## src/rtl/fifo_sample_serializer.sv

```systemverilog
// fifo_sample_serializer: pops signed samples from the waveform FIFO and
// shifts them MSB-first onto a 3-wire DAC link (sclk/sdata/cs_n).
//
// state | meaning
// ------+----------------------------------------------------------
// IDLE  | waiting for enable with a non-empty FIFO
// REQ   | pop strobe is high for this single cycle
// LATCH | capture FIFO data and the effective divider
// SHIFT | frame active, sclk toggling every eff_div cycles
// GAP   | inter-frame gap of eff_div cycles with cs_n high
module fifo_sample_serializer #(
    parameter int DATA_WIDTH = 16,
    parameter int DIV_WIDTH  = 8
) (
    input  logic                  clk,
    input  logic                  rst,
    input  logic                  en_i,
    input  logic [DIV_WIDTH-1:0]  div_i,
    input  logic                  empty_i,
    output logic                  rd_en_o,
    input  logic [DATA_WIDTH-1:0] data_i,
    output logic                  sclk_o,
    output logic                  sdata_o,
    output logic                  cs_n_o,
    output logic                  busy_o,
    output logic                  underrun_o
);

    localparam int BIT_W = $clog2(DATA_WIDTH + 1);

    typedef enum logic [2:0] {
        IDLE  = 3'd0,
        REQ   = 3'd1,
        LATCH = 3'd2,
        SHIFT = 3'd3,
        GAP   = 3'd4
    } state_t;

    state_t                state;
    logic [DATA_WIDTH-1:0] shift_reg;
    logic [DIV_WIDTH-1:0]  eff_div;
    logic [DIV_WIDTH-1:0]  div_cnt;
    logic [BIT_W-1:0]      bit_cnt;
    logic [DIV_WIDTH-1:0]  div_sel;

    // A zero divider would stall the down-counter, so it is promoted to 1.
    always_comb begin
        div_sel = (div_i == '0) ? DIV_WIDTH'(1) : div_i;
    end

    // Sequencer: all outputs are registered so the serial pins are glitch-free.
    always_ff @(posedge clk or negedge rst) begin
        if (!rst) begin
            state      <= IDLE;
            shift_reg  <= '0;
            eff_div    <= '0;
            div_cnt    <= '0;
            bit_cnt    <= '0;
            rd_en_o    <= 1'b0;
            sclk_o     <= 1'b0;
            sdata_o    <= 1'b0;
            cs_n_o     <= 1'b1;
            busy_o     <= 1'b0;
            underrun_o <= 1'b0;
        end else begin
            rd_en_o    <= 1'b0;
            underrun_o <= 1'b0;
            case (state)
                IDLE: begin
                    if (en_i && !empty_i) begin
                        state   <= REQ;
                        rd_en_o <= 1'b1;
                        busy_o  <= 1'b1;
                    end
                end
                REQ: begin
                    state <= LATCH;
                end
                LATCH: begin
                    shift_reg <= data_i;
                    eff_div   <= div_sel;
                    div_cnt   <= div_sel - DIV_WIDTH'(1);
                    bit_cnt   <= '0;
                    cs_n_o    <= 1'b0;
                    sclk_o    <= 1'b0;
                    sdata_o   <= data_i[DATA_WIDTH-1];
                    state     <= SHIFT;
                end
                SHIFT: begin
                    if (div_cnt == '0) begin
                        div_cnt <= eff_div - DIV_WIDTH'(1);
                        if (!sclk_o) begin
                            sclk_o <= 1'b1;
                        end else begin
                            // Falling edge: advance to the next bit so it is
                            // stable for a full half-period before the rise.
                            sclk_o    <= 1'b0;
                            shift_reg <= {shift_reg[DATA_WIDTH-2:0], 1'b0};
                            sdata_o   <= shift_reg[DATA_WIDTH-2];
                            bit_cnt   <= bit_cnt + BIT_W'(1);
                            if (bit_cnt == BIT_W'(DATA_WIDTH - 1)) begin
                                state   <= GAP;
                                cs_n_o  <= 1'b1;
                                sdata_o <= 1'b0;
                            end
                        end
                    end else begin
                        div_cnt <= div_cnt - DIV_WIDTH'(1);
                    end
                end
                GAP: begin
                    if (div_cnt == '0) begin
                        state      <= IDLE;
                        busy_o     <= 1'b0;
                        underrun_o <= en_i && empty_i;
                    end else begin
                        div_cnt <= div_cnt - DIV_WIDTH'(1);
                    end
                end
                default: begin
                    state <= IDLE;
                end
            endcase
        end
    end

endmodule

```

## config.mk

```make
export PLATFORM = sky130hd
export DESIGN_NAME = fifo_sample_serializer
export DESIGN_NICKNAME = d
export VERILOG_FILES = /design/src/rtl/fifo_sample_serializer.sv
export SDC_FILE = /design/constraint.sdc
export NUM_CORES = 1
export LEC_CHECK = 0
export ABC_AREA = 1
export BUFFER_PORTS_ARGS = -buffer_cell sky130_fd_sc_hd__buf_2
export CORE_AREA = 8 8 104 106
export CTS_BUF_LIST = sky130_fd_sc_hd__clkbuf_2
export DETAILED_ROUTE_END_ITERATION = 16
export DIE_AREA = 0 0 112 114
export PLACE_DENSITY = 0.54
export SLEW_MARGIN = 30
export SYNTH_ARGS = -nofsm -noshare
export SYNTH_HDL_FRONTEND = slang
export SYNTH_SLANG_ARGS = --single-unit
```

## constraint.sdc

```tcl
create_clock -name clk -period 4.4 [get_ports clk]
set_input_delay 0 -clock clk [delete_from_list [all_inputs] [get_ports clk]]
set_output_delay 0 -clock clk [all_outputs]
set_load 0.01 [all_outputs]
```

==> results of run 1 <==
-- worst paths after layout --
kind	startpoint	end	slack [ns]
max in group asynchronous	rst	eff_div[6]	3.92
setup / recovery	div_cnt[0]	bit_cnt[3]	2.37
setup reg to reg	div_cnt[0]	bit_cnt[3]	2.37
hold reg to reg	shift_reg[0]	shift_reg[0]	0.52
min in group asynchronous	rst	shift_reg[7]	0.04
hold / removal	div_i[0]	eff_div[0]	0.02
-- metal layers --
metal  wire length [µm]  part of all wire  vias up  GRT usage
met4                 80             0.013        0     0.0297
met2               2830              0.45       41      0.177
met1               3170              0.50     1067      0.133
li1                   -                 -     1233          -
met3                263             0.041       11     0.0259
met5                  0                 0        -          0
-- where the power goes --
part / internal (mW) / switching (mW)
logic: 0.375 / 0.679
clock network: 0.0422 / 0.151
registers: 0.595 / 0.135
-- metrics by stage --
step                worst slack, ns  power [mW]
floorplan                      2.83        1.59
global placement               2.43        1.76
detailed placement             2.36        1.78
CTS                            2.35        2.00
global route                   2.17        2.18
finish                         2.37        1.98
-- area by class of cell --
class	count	area [µm²]	area share
multi-input cells	253	1340	0.411
flip-flops and latches	45	1130	0.347
repair buffers	60	438	0.135
inverters	42	158	0.0485
well taps	111	139	0.0428
clock buffers	5	25.0	0.00770
clock inverters	3	25.0	0.00770
-- critical path, stage by stage (launching register included) --
cell,delay (ns)
dfrtp_1,0.41
inv_1,0.11
ha_1,0.21
nand3_2,0.18
o21ai_4,0.25
nand3_4,0.39
o21ai_0,0.29
nand2_1,0.08
nor2_1,0.10
-- placed cells by master (no fill, tap or decap), types with 2 or more instances in the layout --
master         count
buf_2             32
nand2_2            3
o21ai_1            2
o211ai_1           3
nor3_1             3
nor2_1            56
xor2_1             3
inv_2              3
nand4_1            5
dfrtp_1           44
a21oi_1            7
inv_1             39
xnor2_1            4
o21ai_0           18
nand3_1           22
ha_1               5
dlygate4sd3_1     27
nand2_1           93
clkbuf_2           5
nor2_4             3
o31ai_2           13
-- kinds of logic after synthesis --
logic type / count (synthesis) / share of synthesized area
DFF: 45 / 0.419
xor gates and xnor gates: 7 / 0.0228
muxes: 1 / 0.00372
buffers and inverters: 50 / 0.0842
adders and majority gates: 5 / 0.0233
AOI/OAI and AO/OA: 47 / 0.133
and+or+nand+nor: 193 / 0.313
-- what timing repair did --
action	in CTS	in global routing
endpoints found under the hold margin	74	0
setup buffers	0	0
hold buffers	27	0
==> impl_metrics.py, run 1 <==
metrics = {
    "die": {
        "dieArea_mm2": 0.0128,
        "rows": 35,
        "die_y_um": 114,
        "coreArea_mm2": 0.00911,
        "die_w_um": 112,
        "start_util": 0.295,
        "pin_count": 34,
    },
    "grt": {
        "antenna_found_initial": 0,
        "grt_max_degree": 46,
        "grt.total_usage": 0.106,
        "grt_overflow_total": 0,
        "grt_pass1_wl_um": 11200,
        "grt_pass1_vias": 2379,
    },
    "timing": {
        "finalSetupViolations": 0,
        "worst_clock_skew_ns": 0.0436,
        "whs_ns": 0.0224,
        "slew_viol_final": 0,
        "fin_crit_ns": 2.03,
        "period_share": 0.462,
        "finalHoldViolations": 0,
        "max_slew_margin": 0.587,
        "rsz0062_at_grt": "no",
        "tightest_slew_ns": 0.617,
        "clock.fmax_mhz": 491,
        "setup_tns_ns": 0,
    },
    "cts": {
        "clockBufferDepth": 2,
        "cts_root_buf": "clkbuf_2",
        "cts_tree": "yes",
        "htreeDepth": 2,
        "clk_latency_ns": 0.45,
        "clk_pin_slew_ns": 0.29,
        "clock_sinks": 45,
        "cts-resized-gates": 0,
        "cts_buffers": 5,
    },
    "hold_path": {
        "hold_path_depth": 5,
        "hold_path_class": "input pin to flop",
    },
    "yosys": {
        "ys_seq_area_frac": 0.419,
        "yosys.area.top_type": "dfrtp_1",
        "synth.most_common_cell": "nand2_1",
        "ys_top_cells_by_count": "nand2_1 (93), nor2_1 (56), dfrtp_1 (44)",
        "synth_warnings": 0,
        "syn-num-nets": 381,
        "ys_async_sr_fraction": 1.00,
        "ys_ff_latch": 45,
        "synth_cell_type_count": 36,
        "synth_top_area_share": 0.409,
        "synth_cells": 348,
        "synth_ff_type": "dfrtp_1",
        "synth_enable_flop_cells": 0,
        "yosys-top-cells-area": "dfrtp_1 (41%), nand2_1 (13%), nor2_1 (7.8%), o31ai_2 (6.0%), inv_1 (5.4%)",
        "avgSynthCellArea_um2": 7.73,
        "synth_area_mm2": 0.00269,
    },
    "route": {
        "drt-pass1-iter-count": 4,
        "remaining_drc_errors": 0,
        "drt-total-wl_um": 6340,
        "ant_nets": 0,
        "viasPerCell": 4.53,
        "first_iter_violations": 104,
        "dr_total_vias": 2352,
        "wl_per_cell_um": 12.2,
    },
    "layout": {
        "design_area_mm2": 0.00325,
        "postLayoutCoreUtil": 0.357,
        "area_growth_pct": 20.7,
        "largest_register_ffs": 15,
        "antenna_cells": 0,
        "num-fill-cells": 970,
        "fin_nets": 440,
        "fin_cells": 519,
        "layout-drive-gt1-share": 0.176,
    },
    "critical_path": {
        "end_kind": "flop",
        "cp_max_fo": 36,
        "arrival_ns": 2.46,
        "crit_required_ns": 4.82,
        "reg2reg_depth": 8,
        "startpoint_type": "flop",
        "criticalPathCategory": "flop to flop",
    },
    "power": {
        "leakagePower_nw": 1.59,
        "ir_drop_v": 0.000198,
        "power.density_mw_per_mm2": 609,
    },
    "place": {
        "place_area_mm2": 0.00293,
        "globalplace.congestion": 0.767,
        "place_inst": 484,
        "portBuffers": 33,
        "hpwl_um": 4600,
    },
    "status": {
        "outcome": "complete, no violations",
    },
    "run": {
        "maxCapViolations": 0,
    },
}
No activity file was read; power rests on OpenSTA's default activity.
==> run 2, diff against run 1 <==
--- a/config.mk
+++ b/config.mk
@@ -5,12 +5,12 @@
 export SDC_FILE = /design/constraint.sdc
 export NUM_CORES = 1
 export LEC_CHECK = 0
-export ABC_AREA = 1
+export ABC_AREA = 0
 export BUFFER_PORTS_ARGS = -buffer_cell sky130_fd_sc_hd__buf_2
-export CORE_AREA = 8 8 104 106
+export CORE_AREA = 8 8 101 103
 export CTS_BUF_LIST = sky130_fd_sc_hd__clkbuf_2
 export DETAILED_ROUTE_END_ITERATION = 16
-export DIE_AREA = 0 0 112 114
+export DIE_AREA = 0 0 109 111
 export PLACE_DENSITY = 0.54
 export SLEW_MARGIN = 30
 export SYNTH_ARGS = -nofsm -noshare
==> constraint.sdc (replaced) <==
create_clock -name clk -period 2.1 [get_ports clk]
set_input_delay 0 -clock clk [delete_from_list [all_inputs] [get_ports clk]]
set_output_delay 0 -clock clk [all_outputs]
set_load 0.01 [all_outputs]
==> run 2 against run 1 <==
Worst hold slack gained 0.074 ns. Combinational power grew 59%. Area after synthesis shrank 7.3%. Critical path depth shrank 3.
==> impl_metrics.py, run 2 <==
metrics = {
    "timing": {
        "max_slew_margin": 0.604,
        "fin_ws_ns": 0.129,
        "fin_crit_ns": 1.97,
        "rsz0062_at_grt": "no",
        "worst_clock_skew_ns": 0.0300,
        "setup_tns_ns": 0,
        "whs_ns": 0.0968,
        "period_share": 0.938,
        "finalHoldViolations": 0,
        "slew_viol_final": 0,
        "clock.fmax_mhz": 507,
        "tightest_slew_ns": 0.593,
        "finalSetupViolations": 0,
    },
    "hold_path": {
        "hold_path_class": "input pin to asynchronous set/reset pin",
    },
    "critical_path": {
        "end_kind": "flop",
        "critPathMaxStageDelay_ns": 0.61,
        "startpoint_type": "flop",
        "cp_max_fo": 6,
        "criticalPathCategory": "flop to flop",
        "worst-path-buf-inv": 0,
        "cp_cell_sequence": "or4_4 -> nor3_4 -> o21ai_2 -> o211ai_1 -> a21boi_0",
        "crit_required_ns": 2.49,
        "cpMaxStageDelayCell": "or4_4",
        "crit_family": "simple AND/OR/NAND/NOR gates",
        "arrival_ns": 2.36,
    },
    "layout": {
        "largest_register_ffs": 15,
        "fin_nets": 381,
        "postLayoutCoreUtil": 0.374,
        "final_cell_mix": "nand2_1 (46), dfrtp_1 (44), nor2_1 (33), buf_2 (33), dlygate4sd3_1 (28)",
        "fin_cells": 457,
        "antenna_cells": 0,
        "num-fill-cells": 880,
        "layout-drive-gt1-share": 0.201,
        "area_growth_pct": 28.1,
        "final_common_cell": "nand2_1",
    },
    "die": {
        "die_y_um": 111,
        "pin_count": 34,
        "dieArea_mm2": 0.0121,
        "die_w_um": 109,
        "start_util": 0.292,
        "coreArea_mm2": 0.00855,
        "rows": 34,
    },
    "place": {
        "hpwl_um": 4640,
        "globalplace.congestion": 0.864,
        "place_inst": 421,
        "portBuffers": 33,
        "dp_slack_ns": 0.0560,
    },
    "yosys": {
        "synth_warnings": 0,
        "yosys-top-cells-area": "dfrtp_1 (44%), nand2_1 (6.9%), nor2_1 (5.0%), a31oi_1 (4.8%), o21ai_0 (3.0%)",
        "ys_seq_area_frac": 0.452,
        "ys_top_cells_by_count": "nand2_1 (46), dfrtp_1 (44), nor2_1 (33)",
        "synth_cells": 279,
        "synth_enable_flop_cells": 0,
        "ys_ff_latch": 45,
        "syn-num-nets": 312,
        "ys_async_sr_fraction": 1.00,
        "synth_ff_type": "dfrtp_1",
        "yosys.area.top_type": "dfrtp_1",
        "synth_cell_type_count": 47,
        "synth.most_common_cell": "nand2_1",
        "synth_area_mm2": 0.00249,
        "avgSynthCellArea_um2": 8.94,
        "synth_top_area_share": 0.442,
    },
    "cts": {
        "clock_sinks": 45,
        "clk_latency_ns": 0.44,
        "clockBufferDepth": 2,
        "cts_buffers": 5,
        "cts_tree": "yes",
        "cts_root_buf": "clkbuf_2",
        "postCtsSetupBuffers": 0,
        "clk_pin_slew_ns": 0.28,
        "htreeDepth": 2,
    },
    "route": {
        "remaining_drc_errors": 0,
        "ant_nets": 0,
        "drt-total-wl_um": 6530,
        "first_iter_violations": 94,
        "dr_total_vias": 2305,
        "viasPerCell": 5.04,
        "wl_per_cell_um": 14.3,
        "drt-pass1-iter-count": 4,
    },
    "power": {
        "ir_drop_v": 0.000442,
        "power.density_mw_per_mm2": 1120,
        "leakagePower_nw": 1.39,
    },
    "grt": {
        "grt_overflow_total": 0,
        "grt_pass1_vias": 2306,
        "grt.total_usage": 0.112,
        "grt_pass1_wl_um": 11200,
        "antenna_found_initial": 0,
        "grt_max_degree": 46,
    },
    "status": {
        "outcome": "complete, no violations",
    },
    "run": {
        "maxCapViolations": 0,
    },
}
run 2: cell count changes in the layout (fill, tap and decap cells not counted), sizes merged, moves of 12 or more:
| cell | change |
|---|---|
| nor2 | -27 |
| a31oi | +19 |
| buf | +12 |
| nand2 | -51 |
| inv | -35 |
| nand3 | -21 |
run 2: layer usage:
layer	global-route usage	wire length, µm	vias up
met3	0.0227	264	6
met4	0.0320	89	0
met5	0	0	-
met2	0.175	3000	42
met1	0.151	3180	1094
li1	-	-	1163
run 2: worst paths after layout:
check                           start           end  slack [ns]  depth (start not counted)
min                               rst    eff_div[6]         0.1                          3
max in group asynchronous         rst    div_cnt[7]        1.55                          3
min in group clk            data_i[6]  shift_reg[6]        0.30                          4
max reg2reg                div_cnt[3]    div_cnt[1]        0.13                          5
max                        div_cnt[3]    div_cnt[1]        0.13                          5
min reg2reg                    busy_o        busy_o        0.51                          1
run 2: cells by family (layout without fill, tap and decap cells):
logic type | count (synthesis) | after routing | synth area share
mux | 6 | 6 | 0.0271
xor+xnor | 9 | 9 | 0.0316
compound gates | 78 | 78 | 0.205
buf+inv | 18 | 88 | 0.0301
fa+ha+maj | 5 | 5 | 0.0251
simple gates | 118 | 118 | 0.229
flops | 45 | 45 | 0.452
run 2: where the power goes:
part	internal [mW]	total, mW	leakage, nW	switching (mW)
logic	0.783	1.67	0.832	0.886
registers	1.20	1.51	0.527	0.311
clock network	0.0842	0.408	0.0294	0.324
run 2: stage by stage:
step	power, mW	instance area (µm²)
2_1_floorplan	2.65	2490
3_3_place_gp	3.12	2850
3_5_place_dp	3.15	2850
4_1_cts	3.61	3180
5_1_grt	3.92	3200
6_report	3.59	3200
run 2: timing repair:
item	4_1_cts	5_1_grt
resized for setup	1	3
endpoints found under the setup margin	1	1
hold buffers	28	0
hold endpoints to repair	73	0
run 2: cell type report:
class | count | area, µm² | share of cell area
Inverter | 7 | 26.3 | 0.00822
Sequential cell | 45 | 1130 | 0.353
Multi-Input combinational cell | 216 | 1310 | 0.411
Timing Repair Buffer | 73 | 548 | 0.171
Clock inverter | 3 | 21.3 | 0.00666
Tap cell | 108 | 135 | 0.0423
Clock buffer | 5 | 25.0 | 0.00783
run 2: worst reg2reg max path, stage by stage (launching register included):
cell	delay, ns
dfrtp_1	0.53
or4_4	0.61
nor3_4	0.31
o21ai_2	0.16
o211ai_1	0.11
a21boi_0	0.20
